File: src/rtl/i2c_pkg.sv
// Shared types and constants for the I2C register-file target.
package i2c_pkg;

  typedef enum logic [3:0] {
    IDLE,
    ADDR,
    ADDR_ACK,
    PTR,
    PTR_ACK,
    WDATA,
    WDATA_ACK,
    RDATA,
    RACK,
    SKIP
  } i2c_state_e;

  localparam logic I2C_ACK  = 1'b0;
  localparam logic I2C_NACK = 1'b1;
  localparam int   RW_BIT   = 0;

  function automatic int ptr_width(input int num_regs);
    return (num_regs > 1) ? $clog2(num_regs) : 1;
  endfunction

endpackage

File: src/rtl/i2c_line_filter.sv
// Two-flop synchronizer, FILTER_LEN-sample glitch filter and edge pulses for one
// oversampled I2C line. Edge pulses coincide with the cycle level_o changes.
module i2c_line_filter #(
  parameter int FILTER_LEN = 3
) (
  input  logic clk,
  input  logic rst_n,
  input  logic line_i,
  output logic level_o,
  output logic rise_o,
  output logic fall_o
);

  localparam int CW = (FILTER_LEN > 1) ? $clog2(FILTER_LEN) : 1;

  logic [1:0]    sync_q;
  logic [CW-1:0] cnt_q;
  logic          level_q;
  logic          rise_q;
  logic          fall_q;

  // NOTE: sequential state uses non-blocking assignments only, so every flop
  // samples the pre-edge value of its neighbours regardless of statement order.
  always_ff @(posedge clk or negedge rst_n) begin
    if (!rst_n) begin
      sync_q  <= 2'b11;
      cnt_q   <= '0;
      level_q <= 1'b1;
      rise_q  <= 1'b0;
      fall_q  <= 1'b0;
    end else begin
      sync_q <= {sync_q[0], line_i};
      rise_q <= 1'b0;
      fall_q <= 1'b0;
      if (sync_q[1] == level_q) begin
        cnt_q <= '0;
      end else if (cnt_q == CW'(FILTER_LEN - 1)) begin
        cnt_q   <= '0;
        level_q <= sync_q[1];
        rise_q  <= sync_q[1];
        fall_q  <= ~sync_q[1];
      end else begin
        cnt_q <= cnt_q + CW'(1);
      end
    end
  end

  assign level_o = level_q;
  assign rise_o  = rise_q;
  assign fall_o  = fall_q;

endmodule

File: src/rtl/i2c_target_regs.sv
// I2C target exposing a byte-wide register file to the bus and to fabric logic;
// oversamples SCL/SDA in the clk domain and never stretches the clock.
module i2c_target_regs
  import i2c_pkg::*;
#(
  parameter logic [6:0] DEV_ADDR   = 7'h50,
  parameter int         NUM_REGS   = 8,
  parameter int         FILTER_LEN = 3,
  localparam int        PW         = ptr_width(NUM_REGS)
) (
  input  logic                  clk,
  input  logic                  rst,
  input  logic                  scl_i,
  input  logic                  sda_i,
  output logic                  sda_oe,
  input  logic                  usr_wr_en,
  input  logic [PW-1:0]         usr_wr_addr,
  input  logic [7:0]            usr_wr_data,
  output logic [NUM_REGS*8-1:0] reg_out,
  output logic                  wr_stb,
  output logic [PW-1:0]         wr_idx,
  output logic                  busy
);

  logic scl_lvl, scl_rise, scl_fall;
  logic sda_lvl, sda_rise, sda_fall;

  i2c_line_filter #(.FILTER_LEN(FILTER_LEN)) u_scl_filter (
    .clk    (clk),
    .rst_n  (rst),
    .line_i (scl_i),
    .level_o(scl_lvl),
    .rise_o (scl_rise),
    .fall_o (scl_fall)
  );

  i2c_line_filter #(.FILTER_LEN(FILTER_LEN)) u_sda_filter (
    .clk    (clk),
    .rst_n  (rst),
    .line_i (sda_i),
    .level_o(sda_lvl),
    .rise_o (sda_rise),
    .fall_o (sda_fall)
  );

  i2c_state_e    state_q;
  logic [2:0]    bit_cnt_q;
  logic [7:0]    shift_q;
  logic [PW-1:0] ptr_q;
  logic          rw_q;
  logic          sda_oe_q;
  logic          busy_q;
  logic          wr_stb_q;
  logic [PW-1:0] wr_idx_q;
  logic [7:0]    regs_q [NUM_REGS];

  logic          start_det, stop_det, bit_last, i2c_we;
  logic [7:0]    shift_d;
  logic [PW-1:0] ptr_inc;

  assign start_det = sda_fall & scl_lvl;
  assign stop_det  = sda_rise & scl_lvl;
  assign bit_last  = (bit_cnt_q == 3'd7);
  assign shift_d   = {shift_q[6:0], sda_lvl};
  // NUM_REGS is a power of two, so the natural PW-bit wrap is the modulo.
  assign ptr_inc   = ptr_q + PW'(1);
  assign i2c_we    = (state_q == WDATA) && scl_rise && bit_last && !start_det && !stop_det;

  always_ff @(posedge clk or negedge rst) begin
    if (!rst) begin
      state_q   <= IDLE;
      bit_cnt_q <= '0;
      shift_q   <= '0;
      ptr_q     <= '0;
      rw_q      <= 1'b0;
      sda_oe_q  <= 1'b0;
      busy_q    <= 1'b0;
      wr_stb_q  <= 1'b0;
      wr_idx_q  <= '0;
    end else begin
      wr_stb_q <= 1'b0;
      if (start_det) begin
        state_q   <= ADDR;
        bit_cnt_q <= '0;
        sda_oe_q  <= 1'b0;
        busy_q    <= 1'b1;
      end else if (stop_det) begin
        state_q  <= IDLE;
        sda_oe_q <= 1'b0;
        busy_q   <= 1'b0;
      end else begin
        case (state_q)
          ADDR, PTR, WDATA: begin
            if (scl_fall) sda_oe_q <= 1'b0;
            if (scl_rise) begin
              shift_q   <= shift_d;
              bit_cnt_q <= bit_cnt_q + 3'd1;
              if (bit_last) begin
                case (state_q)
                  ADDR: begin
                    if (shift_d[7:1] == DEV_ADDR) begin
                      rw_q    <= shift_d[RW_BIT];
                      state_q <= ADDR_ACK;
                    end else begin
                      state_q <= SKIP;
                    end
                  end
                  PTR: begin
                    ptr_q   <= shift_d[PW-1:0];
                    state_q <= PTR_ACK;
                  end
                  default: begin
                    wr_stb_q <= 1'b1;
                    wr_idx_q <= ptr_q;
                    ptr_q    <= ptr_inc;
                    state_q  <= WDATA_ACK;
                  end
                endcase
              end
            end
          end
          // Entered on the last bit's rise: the next fall starts the ACK slot,
          // the following rise is the initiator sampling it.
          ADDR_ACK, PTR_ACK, WDATA_ACK: begin
            if (scl_fall) sda_oe_q <= ~I2C_ACK;
            if (scl_rise) begin
              bit_cnt_q <= '0;
              if (state_q == ADDR_ACK && rw_q) begin
                shift_q <= regs_q[ptr_q];
                state_q <= RDATA;
              end else if (state_q == ADDR_ACK) begin
                state_q <= PTR;
              end else begin
                state_q <= WDATA;
              end
            end
          end
          RDATA: begin
            if (scl_fall) begin
              sda_oe_q <= ~shift_q[7];
              shift_q  <= {shift_q[6:0], 1'b0};
            end
            if (scl_rise) begin
              bit_cnt_q <= bit_cnt_q + 3'd1;
              if (bit_last) state_q <= RACK;
            end
          end
          RACK: begin
            if (scl_fall) sda_oe_q <= 1'b0;
            if (scl_rise) begin
              ptr_q     <= ptr_inc;
              bit_cnt_q <= '0;
              if (sda_lvl == I2C_ACK) begin
                shift_q <= regs_q[ptr_inc];
                state_q <= RDATA;
              end else begin
                state_q <= SKIP;
              end
            end
          end
          SKIP:    sda_oe_q <= 1'b0;
          default: ;
        endcase
      end
    end
  end

  // NOTE: the register file is reset explicitly because firmware and fabric
  // consumers rely on all-zero contents after reset; it cannot map to RAM.
  always_ff @(posedge clk or negedge rst) begin
    if (!rst) begin
      for (int i = 0; i < NUM_REGS; i++) regs_q[i] <= '0;
    end else begin
      if (usr_wr_en) regs_q[usr_wr_addr] <= usr_wr_data;
      if (i2c_we)    regs_q[ptr_q]       <= shift_d;
    end
  end

  for (genvar g = 0; g < NUM_REGS; g++) begin : g_reg_out
    assign reg_out[8*g +: 8] = regs_q[g];
  end

  assign sda_oe = sda_oe_q;
  assign wr_stb = wr_stb_q;
  assign wr_idx = wr_idx_q;
  assign busy   = busy_q;

endmodule
File: config.mk
export PLATFORM = sky130hd
export DESIGN_NAME = i2c_target_regs
export DESIGN_NICKNAME = d
export VERILOG_FILES = /design/src/rtl/i2c_pkg.sv /design/src/rtl/i2c_line_filter.sv /design/src/rtl/i2c_target_regs.sv
export SDC_FILE = /design/constraint.sdc
export NUM_CORES = 1
export LEC_CHECK = 0
export ABC_AREA = 1
export CAP_MARGIN = 15
export CELL_PAD_IN_SITES_DETAIL_PLACEMENT = 2
export CELL_PAD_IN_SITES_GLOBAL_PLACEMENT = 2
export CORE_MARGIN = 4
export CORE_UTILIZATION = 28
export CTS_CLUSTER_SIZE = 24
export DETAILED_ROUTE_END_ITERATION = 16
export PLACE_DENSITY = 0.74
export RECOVER_POWER = 25
export SLEW_MARGIN = 20
export SYNTH_ARGS = -nofsm -noshare
export SYNTH_HDL_FRONTEND = slang
export SYNTH_SLANG_ARGS = --single-unit
export TNS_END_PERCENT = 100
File: constraint.sdc
create_clock -name clk -period 1.9 [get_ports clk]
set_clock_uncertainty 0.1 [all_clocks]
set_input_delay 0.38 -clock clk [delete_from_list [all_inputs] [get_ports clk]]
set_output_delay 0.38 -clock clk [all_outputs]
set_load 0.1 [all_outputs]
==> key figures <==
Setup path
  – Slowest cell on the critical path: dfrtp_1
  – Arrival @ worst endpoint: around 2.1 ns
  – Internal reg-to-reg setup slack: -0.06 ns
  – FF-to-FF path depth: 10
  – Top delay family on crit path: simple AND/OR/NAND/NOR gates
  – Setup CP Type: flop to flop
  – Required time worst endpoint: a little over 2 ns
  – CP max stage delay: approximately 0.37 ns
  – Critical Path, Cell by Cell: ha_1 > ha_2 > nand2_2 > nor2_4 > nand2_4 > nor2_8 > buf_12 > nand2_4 > o21ai_1 > inv_1
  – Critical path endpoint category: flop
  – R2R Path End: reg_out[48]
  – CP Launch Type: flop
  – Top cell by count, worst path: nand2_4
  – Critical path fanouts, max: 8
  – Buf/Inv on CP: 2
  – Worst R2R Start: bit_cnt_q[0]

Placement
  – IO Port Bufs: 85
  – Detail Placement HPWL: 22,100 microns
  – Placed Area: between 8000 and 9000 sq um
  – Final GP Congestion: slightly below 0.9

Detailed routing
  – DRC: 0
  – M1 WL: around 15,000 microns
  – Top layer in use: met4
  – Routed WL: around 32,000 microns
  – ANT nets after route: 0
  – Met3 wire len: approximately 1200 microns
  – DR iter-0 viols: 493
  – Wire length on met2: about 16,000 microns
  – Avg WL per Cell: between 20 and 25 microns
  – Vias: 7,344
  – Vias per Instance: ~5.3
  – DRT Pass-1 Iters: 5

Worst hold path
  – Hold path startpoint: u_sda_filter.sync_q[0]
  – Worst min-delay path class: flop to flop
  – Hold EP: u_sda_filter.sync_q[1]
  – Hold Crit Depth: 0

Floorplan
  – Die span in x: about 160 microns
  – Core Region: between 20,000 and 25,000 sq um
  – Chip height: approximately 160 microns
  – Ports: 86
  – Row count: between 50 and 60
  – Initial Utilization: 28.7%
  – Die footprint: about 26,000 sq um

Clock network
  – CTS tree: yes
  – Htree depth: 3
  – CTS Buf Count: 9
  – Root buffer cell: clkbuf_16
  – Sinks on Clock Net: ~100
  – Clk buf depth: 2
  – Clock transition at the registers of the reported paths: around 0.08 ns
  – Worst-skew pair later-pin latency: between 0.3 and 0.4 ns

Timing
  – Worst-Margin Slew: between 0.6 and 0.7 ns
  – Setup-failing EPs final: 42
  – Final max-slew violation count: 0
  – RSZ-0062 raised after global routing: yes
  – Final critical-path share of the clock period: 103%
  – Fmax: between 500 and 600 MHz
  – Final worst setup slack: -0.0614 ns
  – Worst slew margin: 53.7%
  – Final hold vios: 0
  – Min Tclk post-route: ~2.0 ns
  – Hold WS: about 0.26 ns

Layout
  – Synth-to-Final Area Change: 48.6%
  – Most frequent cells in the layout: 241 x nand2_1, 116 x inv_1, 91 x dfrtp_1
  – Share of cells above drive strength 1: a little under a quarter
  – Design area: a little under 10,000 sq um
  – Ant diodes: 0
  – NumNets Final: ~1,100
  – Most common cell after layout, fill and taps aside: nand2_1

Synthesis
  – Seq cells post-synth: between 100 and 150
  – Gate count of the mapped netlist: 925
  – Post-Syn Area: approximately 6500 sq um
  – Ys Warns: 0
  – Syn nets: about 940
  – Post-Syn Area per Cell: between 7 and 8 sq um
  – Top post-synthesis cells by area: dfrtp_1 37%, nand2_1 14%, o211ai_1 8.6%
  – Area fraction of the dominant cell type after synthesis: 37.1%
  – Distinct cell type count after synthesis: 32
  – Seq/Total Area, Yosys: 39.5%
  – Synth area leader: dfrtp_1

Global routing
  – Congestion Overflow GR: 0
  – Vias in the first global route: 7,566
  – Pin count of the biggest net entering global routing: 43
  – Global-route usage over all layers: 23.1%
  – Initial antenna violation count: 0
  – First-pass GRT wire length: between 40,000 and 50,000 microns

Power
  – Psw: approximately 9000 uW
  – P_int: between 7000 and 8000 uW
  – Lkg Pwr: 0.00474 uW
  – Pwr/cell area: about 1700 nW/um^2
  – Total chip power: between 15,000 and 20,000 uW
  – Clock share of power: 11.7%
  – Share of total power in sequential cells: 21.7%
  – Worst VDD drop: approximately 0.56 mV
  – Switching share of power: between 50% and 60%
  – Comb pwr share: between 60 and 70%

Status
  – Failing checks: negative setup slack
  – Status: complete, but fails checks

Job
  – Max-cap violations: 0
-- worst max-delay path by stage --
stage,from,end,depth (start not counted)
after floorplan,ptr_q[1],shift_q[3],9
after CTS,bit_cnt_q[0],reg_out[40],11
final,bit_cnt_q[0],reg_out[48],10
after detailed placement,usr_wr_addr[2],reg_out[58],7
after global routing,bit_cnt_q[0],reg_out[37],11
after global placement,usr_wr_addr[1],reg_out[16],9
-- timing repair --
item                                    CTS  global route
pin swaps                                 4            13
setup buffers                             4            12
cloned                                    1             7
endpoints found under the setup margin   17            81
gates resized for setup                  12            43
hold buffers                              1             0
hold endpoints to repair                 20             0
-- final cells by class --
class,instances,area (sq um)
Multi-Input combinational cell,654,3490
Clock buffer,9,225
Fill cell,2504,13100
Timing Repair Buffer,166,2470
Sequential cell,103,2590
Inverter,128,488
Clock inverter,7,66.3
Tap cell,313,392
-- synthesized netlist by cell type --
master       n
nand2_1    247
inv_1      118
dfrtp_1     97
nand3_1     85
nor2_1      81
o211ai_1    75
o21ai_1     68
o21ai_0     35
clkbuf_1    27
buf_2       10
nand2_4      9
buf_6        8
inv_2        8
nor2_2       7
dfstp_2      6
nand4_1      6
nor3_1       6
a21oi_1      5
nand2_2      5
ha_1         3
nor2_4       3
clkinv_1     2
nor2_8       2
o211ai_2     2
o21bai_1     2
xnor2_1      2
nand3_2      1
nand3b_1     1
nor3_2       1
o21a_1       1
o2bb2ai_1    1
xnor2_2      1
-- power by group through the flow --
stage | combinational [uW] | sequential, uW | clock, uW
floorplan | 4120 | 5160 | 0
global placement | 9850 | 3570 | 0
detailed placement | 10100 | 3600 | 0
CTS | 10200 | 3570 | 1970
global route | 11900 | 3700 | 2080
finish | 11100 | 3630 | 1960
-- through the flow --
| stage | cells | setup WS [ns] | setup TNS, ns | util, % |
|---|---|---|---|---|
| final | 1380 | -0.0614 | -0.674 | 42.7 |
| after global placement | 1339 | -0.0308 | -0.238 | 39.2 |
| after floorplan | 925 | 0.0715 | 0 | - |
| after global routing | 1380 | -0.142 | -6.82 | 42.7 |
| after detailed placement | 1339 | -0.0846 | -2.69 | 39.2 |
| after CTS | 1361 | -0.0178 | -0.0920 | 40.9 |
-- layer usage --
metal,vias to the layer above,track usage [%]
li1,3293,-
met1,3815,32.3
met2,190,38.1
met3,46,2.72
met4,0,5.89
met5,-,0
-- sequential cells by signal, indices dropped and copies added (netlist names), 2 cells and up --
signal / cells
bit_cnt_q: 3
ptr_q: 3
reg_out: 64
shift_q: 8
state_q: 4
u_scl_filter.cnt_q: 2
u_scl_filter.sync_q: 2
u_sda_filter.cnt_q: 2
u_sda_filter.sync_q: 2
wr_idx: 3
-- cell families (layout without fill, tap and decap cells) --
group | after synthesis | in the layout | share of synthesized area, %
AOI/OAI and AO/OA | 189 | 189 | 17.7
xor gates and xnor gates | 3 | 3 | 0.517
adders and majority gates | 3 | 3 | 0.574
and+or+nand+nor | 454 | 459 | 30.6
DFF | 103 | 103 | 39.5
buffers and inverters | 173 | 310 | 11.0
Note: power is estimated with default switching activity, not from simulation.
